### config.mk
export PLATFORM = sky130hd
export DESIGN_NAME = pong_ball
export DESIGN_NICKNAME = d
export VERILOG_FILES = /design/src/rtl/pong_ball.sv
export SDC_FILE = /design/constraint.sdc
export NUM_CORES = 1
export LEC_CHECK = 0
export ABC_CLOCK_PERIOD_IN_PS = 4620
export BUFFER_PORTS_ARGS = -buffer_cell sky130_fd_sc_hd__buf_2
export CORE_MARGIN = 3
export CORE_UTILIZATION = 50
export DETAILED_ROUTE_END_ITERATION = 12
export GPL_ROUTABILITY_DRIVEN = 1
export PLACE_DENSITY = 0.69
export SYNTH_ARGS = -nofsm -noshare
export SYNTH_HDL_FRONTEND = slang
export SYNTH_SLANG_ARGS = --single-unit
export TNS_END_PERCENT = 10
### constraint.sdc
create_clock -name clk -period 4.62 [get_ports clk]
set_clock_uncertainty 0.1 [all_clocks]
set_input_delay 0.693 -clock clk [delete_from_list [all_inputs] [get_ports clk]]
set_output_delay 0.693 -clock clk [all_outputs]
set_load 0.01 [all_outputs]
### src/rtl/pong_ball.sv
// Pong ball engine: serve/play/point/game-over sequencing, ball motion with wall
// and paddle bounces, miss detection and saturating scores. All outputs registered.
module pong_ball #(
  parameter int SCREEN_W   = 640,
  parameter int SCREEN_H   = 480,
  parameter int LEFT_X     = 20,
  parameter int RIGHT_X    = 620,
  parameter int PAD_HALF_H = 50,
  parameter int PAD_HALF_W = 5,
  parameter int BALL_HALF  = 4,
  parameter int SPEED_X    = 4,
  parameter int SPEED_Y    = 2,
  parameter int HOLD_TICKS = 60,
  parameter int WIN_SCORE  = 5
) (
  input  logic       clk,
  input  logic       rst_d,
  input  logic       tick,
  input  logic       serve,
  input  logic [9:0] left_y,
  input  logic [9:0] right_y,
  output logic [9:0] ball_x,
  output logic [9:0] ball_y,
  output logic [3:0] left_score,
  output logic [3:0] right_score,
  output logic       either_win,
  output logic       left_win,
  output logic       right_win,
  output logic [1:0] state
);

  typedef enum logic [1:0] {
    S_IDLE  = 2'd0,
    S_PLAY  = 2'd1,
    S_POINT = 2'd2,
    S_OVER  = 2'd3
  } state_t;

  localparam int HW = $clog2(HOLD_TICKS + 1);

  localparam logic signed [10:0] C_BH     = 11'(BALL_HALF);
  localparam logic signed [10:0] C_SX     = 11'(SPEED_X);
  localparam logic signed [10:0] C_SY     = 11'(SPEED_Y);
  localparam logic signed [10:0] C_LX_IN  = 11'(LEFT_X + PAD_HALF_W);
  localparam logic signed [10:0] C_LX_OUT = 11'(LEFT_X - PAD_HALF_W);
  localparam logic signed [10:0] C_RX_IN  = 11'(RIGHT_X - PAD_HALF_W);
  localparam logic signed [10:0] C_RX_OUT = 11'(RIGHT_X + PAD_HALF_W);
  localparam logic signed [10:0] C_REACH  = 11'(PAD_HALF_H + BALL_HALF);
  localparam logic signed [10:0] C_XMAX   = 11'(SCREEN_W - 1 - BALL_HALF);
  localparam logic signed [10:0] C_YMAX   = 11'(SCREEN_H - 1 - BALL_HALF);

  localparam logic [9:0] C_CX     = 10'(SCREEN_W / 2);
  localparam logic [9:0] C_CY     = 10'(SCREEN_H / 2);
  localparam logic [9:0] C_LHIT_X = 10'(LEFT_X + PAD_HALF_W + BALL_HALF);
  localparam logic [9:0] C_RHIT_X = 10'(RIGHT_X - PAD_HALF_W - BALL_HALF);
  localparam logic [9:0] C_YLO    = 10'(BALL_HALF);
  localparam logic [9:0] C_YHI    = 10'(SCREEN_H - 1 - BALL_HALF);
  localparam logic [3:0] C_WIN    = 4'(WIN_SCORE);
  localparam logic [HW-1:0] C_HOLD_LAST = HW'(HOLD_TICKS - 1);

  state_t        r_state, w_state_nx;
  logic [9:0]    r_ball_x, r_ball_y, w_ball_x_nx, w_ball_y_nx;
  logic          r_dx_neg, r_dy_neg, w_dx_neg_nx, w_dy_neg_nx;
  logic [3:0]    r_left_score, r_right_score, w_left_score_nx, w_right_score_nx;
  logic          r_either_win, r_left_win, r_right_win;
  logic          w_either_win_nx, w_left_win_nx, w_right_win_nx;
  logic          r_serve_left, w_serve_left_nx;
  logic [HW-1:0] r_hold, w_hold_nx;
  logic          r_serve_q;

  logic                w_serve_edge;
  logic signed [10:0]  w_cx, w_cy, w_nx, w_ny, w_dl, w_dr, w_al, w_ar;
  logic                w_hit_l, w_hit_r, w_miss_l, w_miss_r;
  logic [3:0]          w_ls_inc, w_rs_inc;

  assign w_serve_edge = serve & ~r_serve_q;

  // Position math in 11-bit signed so steps past either edge compare correctly.
  assign w_cx = signed'({1'b0, r_ball_x});
  assign w_cy = signed'({1'b0, r_ball_y});
  assign w_nx = w_cx + (r_dx_neg ? -C_SX : C_SX);
  assign w_ny = w_cy + (r_dy_neg ? -C_SY : C_SY);
  assign w_dl = w_cy - signed'({1'b0, left_y});
  assign w_dr = w_cy - signed'({1'b0, right_y});
  assign w_al = w_dl[10] ? -w_dl : w_dl;
  assign w_ar = w_dr[10] ? -w_dr : w_dr;

  assign w_hit_l = r_dx_neg && (w_nx - C_BH <= C_LX_IN) && (w_cx - C_BH > C_LX_OUT) && (w_al < C_REACH);
  assign w_hit_r = !r_dx_neg && (w_nx + C_BH >= C_RX_IN) && (w_cx + C_BH < C_RX_OUT) && (w_ar < C_REACH);
  assign w_miss_l = (w_nx <= C_BH);
  assign w_miss_r = (w_nx >= C_XMAX);

  assign w_ls_inc = (r_left_score  == 4'd15) ? 4'd15 : r_left_score  + 4'd1;
  assign w_rs_inc = (r_right_score == 4'd15) ? 4'd15 : r_right_score + 4'd1;

  always_comb begin
    // NOTE: every next-value signal takes its current value first, so no path can infer a latch.
    w_state_nx       = r_state;
    w_ball_x_nx      = r_ball_x;
    w_ball_y_nx      = r_ball_y;
    w_dx_neg_nx      = r_dx_neg;
    w_dy_neg_nx      = r_dy_neg;
    w_left_score_nx  = r_left_score;
    w_right_score_nx = r_right_score;
    w_either_win_nx  = r_either_win;
    w_left_win_nx    = r_left_win;
    w_right_win_nx   = r_right_win;
    w_serve_left_nx  = r_serve_left;
    w_hold_nx        = r_hold;

    if (r_state != S_PLAY) begin
      w_ball_x_nx = C_CX;
      w_ball_y_nx = C_CY;
      w_dx_neg_nx = r_serve_left;
      w_dy_neg_nx = 1'b0;
    end

    unique case (r_state)
      S_IDLE: if (w_serve_edge) w_state_nx = S_PLAY;

      S_PLAY: if (tick) begin
        if (w_ny <= C_BH) begin
          w_ball_y_nx = C_YLO;
          w_dy_neg_nx = 1'b0;
        end else if (w_ny >= C_YMAX) begin
          w_ball_y_nx = C_YHI;
          w_dy_neg_nx = 1'b1;
        end else begin
          w_ball_y_nx = w_ny[9:0];
        end

        if (w_hit_l) begin
          w_ball_x_nx = C_LHIT_X;
          w_dx_neg_nx = 1'b0;
        end else if (w_hit_r) begin
          w_ball_x_nx = C_RHIT_X;
          w_dx_neg_nx = 1'b1;
        end else if (w_miss_l || w_miss_r) begin
          w_hold_nx       = '0;
          w_ball_x_nx     = C_CX;
          w_ball_y_nx     = C_CY;
          w_dy_neg_nx     = 1'b0;
          w_serve_left_nx = w_miss_l;
          w_dx_neg_nx     = w_miss_l;
          w_state_nx      = S_POINT;
          if (w_miss_l) begin
            w_right_score_nx = w_rs_inc;
            if (w_rs_inc == C_WIN) begin
              w_state_nx      = S_OVER;
              w_either_win_nx = 1'b1;
              w_right_win_nx  = 1'b1;
            end
          end else begin
            w_left_score_nx = w_ls_inc;
            if (w_ls_inc == C_WIN) begin
              w_state_nx      = S_OVER;
              w_either_win_nx = 1'b1;
              w_left_win_nx   = 1'b1;
            end
          end
        end else begin
          w_ball_x_nx = w_nx[9:0];
        end
      end

      S_POINT: if (tick) begin
        if (r_hold == C_HOLD_LAST) begin
          w_state_nx = S_PLAY;
          w_hold_nx  = '0;
        end else begin
          w_hold_nx = r_hold + HW'(1);
        end
      end

      S_OVER: if (w_serve_edge) begin
        w_state_nx       = S_IDLE;
        w_left_score_nx  = '0;
        w_right_score_nx = '0;
        w_either_win_nx  = 1'b0;
        w_left_win_nx    = 1'b0;
        w_right_win_nx   = 1'b0;
      end

      default: w_state_nx = S_IDLE;
    endcase
  end

  // NOTE: sequential state uses non-blocking assignment so every register samples pre-edge values.
  always_ff @(posedge clk or posedge rst_d) begin
    if (rst_d) begin
      r_state       <= S_IDLE;
      r_ball_x      <= C_CX;
      r_ball_y      <= C_CY;
      r_dx_neg      <= 1'b0;
      r_dy_neg      <= 1'b0;
      r_left_score  <= '0;
      r_right_score <= '0;
      r_either_win  <= 1'b0;
      r_left_win    <= 1'b0;
      r_right_win   <= 1'b0;
      r_serve_left  <= 1'b0;
      r_hold        <= '0;
      r_serve_q     <= 1'b0;
    end else begin
      r_state       <= w_state_nx;
      r_ball_x      <= w_ball_x_nx;
      r_ball_y      <= w_ball_y_nx;
      r_dx_neg      <= w_dx_neg_nx;
      r_dy_neg      <= w_dy_neg_nx;
      r_left_score  <= w_left_score_nx;
      r_right_score <= w_right_score_nx;
      r_either_win  <= w_either_win_nx;
      r_left_win    <= w_left_win_nx;
      r_right_win   <= w_right_win_nx;
      r_serve_left  <= w_serve_left_nx;
      r_hold        <= w_hold_nx;
      r_serve_q     <= serve;
    end
  end

  assign ball_x      = r_ball_x;
  assign ball_y      = r_ball_y;
  assign left_score  = r_left_score;
  assign right_score = r_right_score;
  assign either_win  = r_either_win;
  assign left_win    = r_left_win;
  assign right_win   = r_right_win;
  assign state       = r_state;

endmodule

==> results by group <==
Worst setup path
  – Slowest stage cell on the critical path: dfrtp_1
  – WP data arrival: 4.47 ns
  – CP endpoint kind: flip-flop
  – Crit-path cells: inv_1, ha_1, inv_1, fa_1, a21o_1, a21oi_1, o211ai_1, a311oi_2, mux2_1, or4_1, o21ai_0, nor4bb_2, buf_4, nor2_2, a211o_1, a2111oi_2
  – CP Launch Type: flip-flop
  – Max FO, Critical Path: 9
  – Critical path class: reg2reg
  – Cell mode on critical path: inv_1
  – Peak per-stage delay on the critical path: 0.41 ns
  – Critical path data required time: 4.71 ns

Clock tree
  – Max clock buf depth: 2
  – CTS tree: built
  – CTS root buffer: clkbuf_8
  – Reg clk slew, reported paths: 0.08 ns
  – # hold bufs at CTS: 0
  – Worst skew pair latency: 0.30 ns
  – # clock sinks: 43
  – Post-CTS resize count: 0
  – H-tree depth reported by CTS: 2
  – Post-CTS Setup Inserts: 0
  – Total CTS buffers: 5

Floorplanning
  – Ports: 57
  – Core Area: 10400 um^2
  – Initial core utilization: 0.521
  – Die Wd: 110 um
  – Chip height: 110 um
  – Die area: 12100 um^2
  – Row cnt: 37

Drt
  – Pre-antenna DRT Iters: 4
  – Post-route antenna net violation count: 0
  – Vias/cell: 6.16
  – First DRT Iteration DRCs: 273
  – Avg WL per Cell: 16.4 um
  – Vias: 5569
  – DRC errors left: 0
  – Routed wire length: 14.8 mm

Logic synthesis
  – Async S/R FF share, synth: 1.00
  – Ranking of synthesized cells by area: dfrtp_1 (17%), ha_1 (12%), nor2_1 (4.6%), o21ai_0 (4.3%), a21oi_1 (4.1%)
  – Synthesized area per cell: 7.66 um^2
  – Mapped Cells: 708
  – Synth Cell Area: 5420 um^2
  – Top cell type's share of synthesized area: 0.171
  – Synth area leader: dfrtp_1
  – Count of different cell masters after synthesis: 84
  – Warnings from Yosys: 0
  – #FFs+latches synth: 43
  – Post-synth EDFFs: 0
  – Syn_nets: 788
  – Most used DFF post-synth: dfrtp_1
  – Register area share after synthesis: 0.200

Job
  – Max-cap viol count: 0

Global routing
  – Largest net degree at the start of global routing: 44
  – GRT overflow: 0
  – All-Layer GR Usage: 0.244
  – Vias in the first global route: 4986
  – Initial antenna violation count: 0
  – First-pass GRT wire length: 24.0 mm

Power and ir drop
  – Pleak: 2.75 nW
  – Pwr dens: 504 nW/um^2
  – VDD IR max: 0.340 mV

Placed design
  – Placed cell areas: 5930 um^2
  – Pre-CTS setup slack: -0.0192 ns
  – Port Buf Inserts: 56
  – GPL Wtd Cong: 0.920
  – Placed insts: 896
  – Final HPWL DP: 11.5 mm

STA
  – WHS: 0.406 ns
  – Slew Viols, Final: 0
  – Fmax: 0.229 GHz
  – RSZ-0062 raised after global routing: false
  – Final setup fails: 0
  – Final setup TNS: 0 ns
  – Final WS setup: 0.249 ns
  – Rel. slew slack: 0.556
  – Post-route minimum period: 4.37 ns
  – Final hold violation count: 0
  – Measured slew at the worst slew-check pin: 0.657 ns
  – Tcrit/Tclk final: 0.946

Final layout
  – ANT cells: 0
  – Nets: 847
  – Area Overhead vs Synth: 11.1%
  – Layout cell share with drive strength beyond 1: 0.150
  – Non-Filler Cell Area, Final: 6030 um^2
  – Fin cells: 904

Hold path
  – Worst min-delay path category: in2async

Run status
  – Outcome: completed
## worst max-delay path, delay by kind of cell (launching register included)
| kind | cells | cell delay [ns] |
|---|---|---|
| AOI/OAI and AO/OA | 7 | 1.65 |
| adders and majority gates | 2 | 0.56 |
| buffers and inverters | 3 | 0.43 |
| DFF | 1 | 0.41 |
| muxes | 1 | 0.36 |
| and+or+nand+nor | 3 | 0.73 |
## through the flow
stage	power, mW	utilization
after floorplan	2.18	-
after global placement	2.71	0.569
after detailed placement	2.76	0.569
after CTS	3.01	0.577
after global routing	3.32	0.579
final	3.03	0.579
## placed cells by master, fill, tap and decap left out, types with 5 or more instances in the layout
| cell type | instances |
|---|---|
| a311o_1 | 6 |
| buf_4 | 21 |
| and2_1 | 9 |
| a211oi_1 | 7 |
| o21ai_0 | 47 |
| nor2_1 | 66 |
| o31ai_1 | 5 |
| ha_1 | 52 |
| a31oi_1 | 16 |
| mux2i_1 | 5 |
| and3_1 | 11 |
| a2bb2oi_1 | 5 |
| xor2_1 | 9 |
| dfstp_2 | 6 |
| a21oi_1 | 44 |
| o211ai_1 | 12 |
| a21o_1 | 13 |
| inv_1 | 57 |
| nor4_1 | 5 |
| nand3_1 | 25 |
| nand2_1 | 57 |
| a311oi_1 | 5 |
| dfrtp_1 | 37 |
| nand4_1 | 10 |
| xnor2_1 | 20 |
| nand2b_1 | 10 |
| nor3_1 | 21 |
| o21a_1 | 5 |
| nor2b_1 | 10 |
| clkbuf_8 | 5 |
| o22ai_1 | 8 |
| buf_2 | 56 |
| or3_1 | 7 |
## per-layer routing
metal / part of all wire / GRT usage / wire [um] / up-vias
li1: - / - / - / 2757
met1: 0.47 / 0.351 / 6940 / 2653
met2: 0.47 / 0.403 / 7000 / 142
met3: 0.044 / 0.0192 / 655 / 17
met4: 0.014 / 0.0536 / 208 / 0
met5: 0 / 0 / 0 / -
## layout make-up
| class | instances | area [um^2] |
|---|---|---|
| tap | 136 | 170 |
| timing repair buffer | 77 | 438 |
| sequential | 43 | 1080 |
| multi-input combinational | 582 | 4030 |
| inverter | 58 | 218 |
| clock buffer | 6 | 72.6 |
| fill | 993 | 4390 |
| clock inverter | 2 | 12.5 |
## state kept, by name, indices dropped and copies added (netlist names)
signal and cells:
r_hold 6, right_win 1, left_score 4, ball_x 10, left_win 1, r_dx_neg 1, right_score 4, r_serve_q 1
r_serve_left 1, state 2, either_win 1, ball_y 10, r_dy_neg 1
## cells by family (layout without fill, tap and decap cells)
logic type	Yosys count	count (layout)	share of synthesized area
buf+inv	83	143	0.0591
xor+xnor	30	30	0.0510
simple gates	253	253	0.232
mux	8	8	0.0155
fa+ha+maj	56	56	0.135
flops	43	43	0.200
compound gates	235	235	0.308
## final timing paths
check,from,to,slack (ns),cells after the start
min reg2reg,left_win,left_win,0.41,2
min in group clk,left_win,left_win,0.41,2
max in group asynchronous,rst_d,ball_x[8],3.64,3
min,rst_d,r_serve_q,0.41,3
max,ball_y[0],ball_y[0],0.25,16
max reg2reg,ball_y[0],ball_y[0],0.25,16
## synthesized netlist by cell type (6+ instances only)
library cell   n
inv_1         58
ha_1          52
o21ai_0       47
dfstp_2        6
nand2_1       57
clkbuf_1      18
a31oi_1       16
nor2b_1       10
a311oi_1       6
and3_1        11
or3_1          7
a211oi_1       7
xor2_1         9
a21oi_1       44
o22ai_1        8
nor3_1        21
a311o_1        6
nand4_1       10
nand2b_1      10
nor2_1        66
xnor2_1       20
nand3_1       25
dfrtp_1       37
and2_1         9
o211ai_1      12
a21o_1        13
## report_power, final
part	leakage, nW	internal, mW	switching [mW]
combinational	2.17	0.868	1.32
clock	0.0412	0.106	0.133
sequential	0.538	0.471	0.141
total	2.75	1.44	1.59
(Power assumes the default switching activity.)
